==> config.mk <==
export PLATFORM = sky130hd
export DESIGN_NAME = dma_cycle_ctrl
export DESIGN_NICKNAME = d
export VERILOG_FILES = /design/src/rtl/dma_pkg.sv /design/src/rtl/dma_addr_count.sv /design/src/rtl/dma_cycle_ctrl.sv
export SDC_FILE = /design/constraint.sdc
export NUM_CORES = 1
export LEC_CHECK = 0
export ABC_AREA = 1
export ABC_CLOCK_PERIOD_IN_PS = 6800
export CAP_MARGIN = 40
export CORE_ASPECT_RATIO = 0.5
export CORE_MARGIN = 2
export CORE_UTILIZATION = 55
export CTS_CLUSTER_DIAMETER = 150
export DETAILED_ROUTE_END_ITERATION = 16
export HOLD_SLACK_MARGIN = 0.02
export PLACE_DENSITY = 0.82
export SLEW_MARGIN = 20
export SYNTH_ARGS = -nofsm -noshare
export SYNTH_HDL_FRONTEND = slang
export SYNTH_HIERARCHICAL = 1
export SYNTH_SLANG_ARGS = --single-unit
==> constraint.sdc <==
create_clock -name CLK -period 6.8 [get_ports CLK]
set_clock_uncertainty 0.05 [all_clocks]
set_input_delay 1.36 -clock CLK [delete_from_list [all_inputs] [get_ports CLK]]
set_output_delay 1.36 -clock CLK [all_outputs]
set_load 0.01 [all_outputs]
==> src/rtl/dma_pkg.sv <==
// Shared types and constants for the DMA channel cycle sequencer.
package dma_pkg;

  typedef enum logic [2:0] {
    SI,
    S0,
    S1,
    S2,
    S3,
    SW,
    S4
  } dma_state_e;

  typedef enum logic [1:0] {
    XferVerify = 2'b00,
    XferWrite  = 2'b01,
    XferRead   = 2'b10
  } xfer_type_e;

  typedef enum logic [1:0] {
    ModeDemand = 2'b00,
    ModeSingle = 2'b01,
    ModeBlock  = 2'b10
  } xfer_mode_e;

  localparam logic StrobeIdle   = 1'b1;
  localparam logic StrobeActive = 1'b0;

  // States in which the channel owns the bus.
  function automatic logic in_transfer(dma_state_e s);
    return s inside {S1, S2, S3, SW, S4};
  endfunction

endpackage

==> src/rtl/dma_addr_count.sv <==
// Base and current address/count registers for one DMA channel.
module dma_addr_count #(
  parameter int unsigned AW = 16
) (
  input  logic          clk_i,
  input  logic          rst_i,
  input  logic          load_i,
  input  logic          step_i,
  input  logic          reload_i,
  input  logic          dec_i,
  input  logic [AW-1:0] base_addr_i,
  input  logic [AW-1:0] base_count_i,
  output logic [AW-1:0] cur_addr_o,
  output logic          tc_next_o,
  output logic          hi_changed_o
);

  logic [AW-1:0] base_addr_q, base_count_q;
  logic [AW-1:0] cur_addr_q, cur_count_q;
  logic [AW-1:0] addr_next;

  assign addr_next    = dec_i ? cur_addr_q - AW'(1) : cur_addr_q + AW'(1);
  assign hi_changed_o = addr_next[AW-1:8] != cur_addr_q[AW-1:8];
  assign tc_next_o    = cur_count_q == '0;
  assign cur_addr_o   = cur_addr_q;

  always_ff @(posedge clk_i or posedge rst_i) begin
    if (rst_i) begin
      base_addr_q  <= '0;
      base_count_q <= '0;
      cur_addr_q   <= '0;
      cur_count_q  <= '0;
    end else if (load_i) begin
      base_addr_q  <= base_addr_i;
      base_count_q <= base_count_i;
      cur_addr_q   <= base_addr_i;
      cur_count_q  <= base_count_i;
    end else if (reload_i) begin
      // Reload wins over the step of the terminating S4.
      cur_addr_q  <= base_addr_q;
      cur_count_q <= base_count_q;
    end else if (step_i) begin
      cur_addr_q  <= addr_next;
      cur_count_q <= cur_count_q - AW'(1);
    end
  end

endmodule

==> src/rtl/dma_cycle_ctrl.sv <==
// Single-channel 8237A-style transfer-cycle sequencer: HRQ/HLDA handshake, S0-S4 stepping,
// registered strobes and address bytes for the pin datapath.
module dma_cycle_ctrl
  import dma_pkg::*;
#(
  parameter int unsigned AW = 16
) (
  input  logic          CLK,
  input  logic          RESET,
  input  logic          load,
  input  logic [AW-1:0] base_addr,
  input  logic [AW-1:0] base_count,
  input  logic [1:0]    xfer_type,
  input  logic [1:0]    xfer_mode,
  input  logic          autoinit,
  input  logic          addr_dec,
  input  logic          DREQ,
  input  logic          HLDA,
  input  logic          READY,
  input  logic          EOP_N_in,
  output logic          HRQ,
  output logic          DACK,
  output logic          aen,
  output logic          adstb,
  output logic          ior,
  output logic          iow,
  output logic          memr,
  output logic          memw,
  output logic          eop,
  output logic [7:0]    outAddrBuf,
  output logic [7:0]    dbAddrHi,
  output logic          IDLE_CYCLE,
  output logic          ACTIVE_CYCLE,
  output logic          tc_flag
);

  dma_state_e    state_q, state_d, cont_state;
  logic          locked_q, eop_seen_q;
  logic          active, ext_eop, term, load_ok;
  logic          tc_next, hi_changed;
  logic          is_rd, is_wr, lead, trail;
  logic [AW-1:0] cur_addr;

  assign active     = in_transfer(state_q);
  // External EOP seen earlier in this transfer, or right now in S4.
  assign ext_eop    = eop_seen_q | (active & ~EOP_N_in);
  assign term       = (state_q == S4) & (tc_next | ext_eop);
  assign load_ok    = load & ~active & ~ACTIVE_CYCLE;
  assign cont_state = hi_changed ? S1 : S2;

  assign is_rd = xfer_type == XferRead;
  assign is_wr = xfer_type == XferWrite;
  assign lead  = state_q inside {S2, S3, SW, S4};
  assign trail = state_q inside {S3, SW, S4};

  dma_addr_count #(
    .AW(AW)
  ) u_addr_count (
    .clk_i       (CLK),
    .rst_i       (RESET),
    .load_i      (load_ok),
    .step_i      (state_q == S4),
    .reload_i    (term & autoinit),
    .dec_i       (addr_dec),
    .base_addr_i (base_addr),
    .base_count_i(base_count),
    .cur_addr_o  (cur_addr),
    .tc_next_o   (tc_next),
    .hi_changed_o(hi_changed)
  );

  always_comb begin
    state_d = state_q;
    unique case (state_q)
      SI: if (DREQ && !locked_q) state_d = S0;
      S0: if (HLDA) state_d = S1;
      S1: state_d = S2;
      S2: state_d = S3;
      S3: state_d = READY ? S4 : SW;
      SW: state_d = READY ? S4 : SW;
      S4: begin
        if (term)                                 state_d = SI;
        else if (xfer_mode == ModeBlock)          state_d = cont_state;
        else if (xfer_mode == ModeDemand && DREQ) state_d = cont_state;
        else                                      state_d = SI;
      end
      default: state_d = SI;
    endcase
  end

  // Outputs are decoded from state_q and registered, so they trail the state by one cycle.
  always_ff @(posedge CLK or posedge RESET) begin
    if (RESET) begin
      state_q      <= SI;
      locked_q     <= 1'b0;
      eop_seen_q   <= 1'b0;
      tc_flag      <= 1'b0;
      HRQ          <= 1'b0;
      DACK         <= 1'b0;
      aen          <= 1'b0;
      adstb        <= 1'b0;
      ior          <= StrobeIdle;
      iow          <= StrobeIdle;
      memr         <= StrobeIdle;
      memw         <= StrobeIdle;
      eop          <= StrobeIdle;
      outAddrBuf   <= '0;
      dbAddrHi     <= '0;
      IDLE_CYCLE   <= 1'b1;
      ACTIVE_CYCLE <= 1'b0;
    end else begin
      state_q    <= state_d;
      eop_seen_q <= (state_q == S4) ? 1'b0 : ext_eop;
      if (load_ok) begin
        tc_flag  <= 1'b0;
        locked_q <= 1'b0;
      end else if (term) begin
        tc_flag  <= 1'b1;
        locked_q <= ~autoinit;
      end
      HRQ          <= state_q != SI;
      DACK         <= active;
      aen          <= active;
      ACTIVE_CYCLE <= active;
      IDLE_CYCLE   <= ~active;
      adstb        <= state_q == S1;
      memr         <= (is_rd && lead)  ? StrobeActive : StrobeIdle;
      iow          <= (is_rd && trail) ? StrobeActive : StrobeIdle;
      ior          <= (is_wr && lead)  ? StrobeActive : StrobeIdle;
      memw         <= (is_wr && trail) ? StrobeActive : StrobeIdle;
      eop          <= (state_q == S4 && tc_next) ? StrobeActive : StrobeIdle;
      outAddrBuf   <= cur_addr[7:0];
      dbAddrHi     <= cur_addr[15:8];
    end
  end

endmodule

---- Word-level counts from Yosys, hierarchy flattened ----
Cells that the tools add are included.
storage, ports and cells
  register bits after elaboration ......... 95
  logic and storage cells ................. 89
  bits of input ports ..................... 45
  output and inout bits ................... 28
cells by class
  reductions and logical operators ........ 19
  bitwise gates (word level) .............. 11
  mux-type cells .......................... 25
  add/sub/neg operators ................... 3
  equal/unequal tests ..................... 12
operators with widths
  kind                   count
  $mux 16                7
  $sub 16x1->16 const B  2
  $pmux 3 s6             1
  $add 16x1->16 const B  1
  $logic_not 16->1       1
  $mux 1                 11
  $eq 3x3->1 const B     3
  $reduce_bool 3->1      3
  $mux 2                 4
  $ne 8x8->1             1
  $logic_and 1x1->1      7
  $eq 3x2->1 const B     2
  $mux 3                 2
  $and 1x1->1            5
  $reduce_bool 5->1      1
  $eq 2x2->1 const B     2
  $ne 2x2->1 const B     2
  $not 1->1              4
  $reduce_bool 4->1      1
  $eq 3x1->1 const B     1
  $logic_not 3->1        1
  $eq 2x1->1 const B     1
  $logic_not 2->1        1
  $or 1x1->1             2
  other kinds (4)        4

---- Logic depth before layout (Yosys ltp) ----
  depth in word-level cells ............... 9
  depth in mapped cells ................... 19
  mapped depth without buffers ............ 19

---- Modules after synthesis ----
The synthesis kept the hierarchy.
by module, submodules not included
  module          sequential area each (µm²)  cells each  area an instance (µm²)  times used
  dma_addr_count  1601.5                      609         4281.6                  1
  dma_cycle_ctrl  783.3                       96          1084.8                  1

---- Worst setup path after synthesis ----
Ideal clock, no wire load.
  path kind ............................... input to register
  start ................................... in addr_dec
  end ..................................... reg state_q[0]
  buffers on the path ..................... 0
  arrival ................................. 2869 ps
  slack ................................... 3816 ps
  setup time .............................. 66 ps
  stages on the path ...................... 16
  data required time ...................... 6684 ps
  cell sequence ........................... ha_1 -> or2_1 -> and2_4 -> nand2_2 -> nand2_2 -> nand2_2 -> nand3b_1 -> nand2_1 -> nand3_1 -> nor2_1 -> nand2_1 -> inv_1 -> nand4_1 -> nand2_1 -> nand2_1 -> nand2_1
on the way
  longest elaborated chain between the ends .. 7
ends and longest elaborated chain
  what                  RTL line               RTL
  start, declared       dma_cycle_ctrl.sv:16   input logic addr_dec,
  $mux 16 *             dma_addr_count.sv:22   assign addr_next = dec_i ? cur_addr_q - AW'(1) : cur_addr_q + AW'(1);
  $ne 8x8->1 *          dma_addr_count.sv:23   assign hi_changed_o = addr_next[AW-1:8] != cur_addr_q[AW-1:8];
  via hi_changed        dma_cycle_ctrl.sv:40   logic tc_next, hi_changed;
  $mux 1 *              dma_cycle_ctrl.sv:49   assign cont_state = hi_changed ? S1 : S2;
  $mux 2                dma_cycle_ctrl.sv:84   else if (xfer_mode == ModeDemand && DREQ) state_d = cont_state;
  $mux 2 *              dma_cycle_ctrl.sv:83   else if (xfer_mode == ModeBlock) state_d = cont_state;
  $mux 2 *              dma_cycle_ctrl.sv:82   if (term) state_d = SI;
  $pmux 3 s6 *          dma_cycle_ctrl.sv:74   unique case (state_q)
  end signal, assigned  dma_cycle_ctrl.sv:112  state_q <= state_d;
  end, declared         dma_cycle_ctrl.sv:37   dma_state_e state_q, state_d, cont_state;
Mark *: on every way through the listed nets, which the timed path passes. The rest lies on a longest branch.
A chain may end at the register's enable or synchronous reset.

---- Worst setup path after layout ----
  start ................................... reg u_addr_count.cur_count_q[5]
  end ..................................... reg u_addr_count.cur_count_q[1]
on the way
  longest elaborated chain between the ends .. 6
  elaborated cells between the ends (all ways) .. 7
  classes of those cells .................. mux: 2; bitwise: 3; reduce/logical: 2
ends and longest elaborated chain
  what                    RTL line              RTL
  start, declared         dma_addr_count.sv:19  logic [AW-1:0] cur_addr_q, cur_count_q;
  start signal, assigned  dma_addr_count.sv:37  cur_count_q <= base_count_i;
  start signal, assigned  dma_addr_count.sv:41  cur_count_q <= base_count_q;
  start signal, assigned  dma_addr_count.sv:44  cur_count_q <= cur_count_q - AW'(1);
  $logic_not 16->1 *      dma_addr_count.sv:24  assign tc_next_o = cur_count_q == '0;
  via tc_next             dma_cycle_ctrl.sv:40
  $or 1x1->1 *            dma_cycle_ctrl.sv:47  assign term = (state_q == S4) & (tc_next | ext_eop);
  $and 1x1->1 *           dma_cycle_ctrl.sv:47
  $and 1x1->1 *           dma_cycle_ctrl.sv:63  .reload_i (term & autoinit),
  $mux 16                 dma_addr_count.sv:38  end else if (reload_i) begin
  $mux 16                 dma_addr_count.sv:33  end else if (load_i) begin
Marked as above.

==> reports/qor.txt <==
Post-Syn Nets: 767
Post-DP HPWL: 9.36 mm
Number of hold-slack violations in the final timing report: 0
DIE WIDTH: 144 um
Seq pwr share: 32.7%
Post-Synthesis Cell Area: 0.00537 mm2
Total Nets Final: 832
Clock share of power: 15.8%
Layout area overhead: 21.2%
Top FF cell, synth: dfrtp_1
CTS tree: yes
Ant. Diodes: 0
CP endpoint kind: flip-flop
Slew at the pin closest to its max-slew limit: 0.763 ns
Hold slack: 0.395 ns
Core area: 0.00948 mm2
Yosys reg bits: 95
Tightest Hold Check Type: reg2reg
Die Y: 73.8 um
Met3 Usage GRT: 7.82%
Synth cell types: 45
Busiest grt layer: met2
Max_cap viols: 0
Routing usage on met1: 36.7%
Slew headroom: 48.6%
Cell-internal power: 0.00173 W
RSZ-0062 raised after global routing: no
Vias: 4,825
GPL Wtd Cong: 1.01
R2R Path End: u_addr_count/cur_count_q[1]
Cells after synthesis: 705
Drt first pass iters: 5
CTS Buffer Depth: 2
H-tree depth: 3
DRT antenna net count: 0
Tcrit/Tclk final: 59.5%
# DRC: 0
Ys Warns: 6
Post-Route WL: 13.2 mm
Reg2reg path depth: 16
Worst R2R Setup Slack: 2.76 ns
Critical path fanouts, max: 43
Clock Latency Late Sink: 0.35 ns
I/O Buffers: 72
Register area share after synthesis: 44.4%
Run status: complete, no violations
Worst setup startpoint: u_addr_count/cur_count_q[5]
CTS sink cnt: 95
Final setup fails: 0
Initial core utilization: 56.6%
FFs w/ async S/R, synth: 100%
Max Freq: 247 MHz
Vias in the first global route: 4,619
Post-synth EDFFs: 0
Routed len/inst: 14.5 um
GR Layer Usage met2: 41.8%
Power per cell area: 475 mW/mm2
Largest net degree at the start of global routing: 79
Syn_area_per_cell: 7.61 um2
Power share of the combinational group: 51.6%
Gr ovfl total: 0
Ports: 73
Switching Fraction: 44.1%
# hold bufs at CTS: 0
Min Clock Period, post-route: 4.04 ns
First-pass GRT wire length: 21.9 mm
Initial antenna violation count: 0
Startpoint Class: flip-flop
DRC marker count from the first detailed-route iteration: 473
Via density per instance: 5.30
Critical Path RT: 6.97 ns
Maximum VDD drop: 0.000184 V
Psw: 0.00136 W
Share of cells above drive strength 1: 7.74%
Crit path to: u_addr_count/cur_count_q[1]
Total track usage: 26.8%
Row count: 25
Pleak: 3.19 nW
Setup Crit Path Kind: reg2reg
Setup tns final: 0 ns
Reg2reg start: u_addr_count/cur_count_q[5]
Clock-pin slew on the worst setup and hold paths: 0.07 ns
CP arrival: 4.21 ns
Post-CTS sizing: 0
CTS buffer count: 9
Setup bufs post-CTS: 0
Final max-slew violation count: 0
Die ar.: 0.0106 mm2
Root Driver: clkbuf_16
## registers in the layout, indices dropped and copies added (netlist names), 3 cells and up
register                   flops
u_addr_count/base_count_q     16
dbAddrHi                       8
u_addr_count/cur_addr_o       16
u_addr_count/base_addr_q      16
outAddrBuf                     8
state_q                        3
u_addr_count/cur_count_q      16
## final cells by class
type | instances | area, um2
inverters | 94 | 353
clock buffers | 9 | 225
well taps | 135 | 169
clock inverters | 7 | 63.8
multi-input cells | 492 | 2520
flip-flops and latches | 95 | 2380
fillers | 770 | 2970
repair buffers | 78 | 791
## power by group through the flow
stage / combinational [W] / sequential, W / clock (W)
final: 0.00159 / 0.00101 / 0.000487
after global routing: 0.00180 / 0.00104 / 0.000519
after CTS: 0.00155 / 0.00101 / 0.000495
after detailed placement: 0.00154 / 0.00102 / 0
after global placement: 0.00149 / 0.00101 / 0
after floorplan: 0.00111 / 0.000995 / 0
## metrics by stage
stage	total power, W	util (%)	instances	instance area, um2	setup WS (ns)
finish	0.00309	68.6	910	6500	2.76
CTS	0.00306	68.2	908	6460	2.60
floorplan	0.00210	-	705	5370	3.79
detailed placement	0.00256	65.1	892	6170	2.31
global route	0.00336	68.6	910	6500	2.32
global placement	0.00250	65.1	892	6170	2.45
## cells in the mapped netlist (8+ instances only)
cell type	instances	share of area, %
ha_1	16	3.7
xor2_1	9	1.5
dfrtp_1	89	42
nand2_1	194	14
o21ai_0	48	4.5
nand3_1	38	3.5
nand2_2	8	0.93
a31oi_1	20	2.3
a21oi_1	44	4.1
nor2_1	59	4.1
inv_1	89	6.2
buf_2	11	1.0
## routing by layer
| metal | routed length [um] | up-vias |
|---|---|---|
| li1 | - | 2395 |
| met1 | 5990 | 2221 |
| met2 | 5870 | 191 |
| met3 | 1100 | 18 |
| met4 | 192 | 0 |
| met5 | 0 | - |
## kinds of logic after synthesis
group / synth area share, %
xor gates and xnor gates: 2.52
and+or+nand+nor: 27.0
AOI/OAI and AO/OA: 13.3
DFF: 44.4
buffers and inverters: 8.65
adders and majority gates: 4.10
## how the worst min path moves through the flow
stage	startpoint	end	slack, ns	cells past startpoint
after detailed placement	u_addr_count/cur_addr_o[3]	outAddrBuf[3]	0.37	0
final	u_addr_count/cur_addr_o[7]	outAddrBuf[7]	0.39	0
after floorplan	u_addr_count/cur_addr_o[2]	outAddrBuf[2]	0.33	0
after CTS	u_addr_count/cur_addr_o[7]	outAddrBuf[7]	0.39	0
after global placement	u_addr_count/cur_addr_o[3]	outAddrBuf[3]	0.37	0
after global routing	u_addr_count/cur_addr_o[3]	outAddrBuf[3]	0.40	0
## placed cells by master, fill, tap and decap left out, types with 8 or more instances in the layout
cell type,n
a21oi_1,44
a31oi_1,20
clkbuf_16,9
clkdlybuf4s50_1,72
dfrtp_1,89
ha_1,16
inv_1,87
nand2_1,194
nand2_2,8
nand3_1,38
nor2_1,59
o21ai_0,48
xor2_1,9
## critical path, stage by stage (launching register included)
cell	delay (ns)
dfrtp_1	0.44
nor2_1	0.15
nand2_1	0.16
nor4_1	0.72
nand4_1	0.31
nand2_1	0.17
nand2_1	0.07
inv_1	0.05
buf_4	0.35
nor2_1	0.12
inv_1	0.37
nor2_2	0.22
inv_2	0.23
buf_12	0.24
nand2_1	0.07
nor2_1	0.12
a21oi_1	0.05
(Power assumes the default switching activity.)
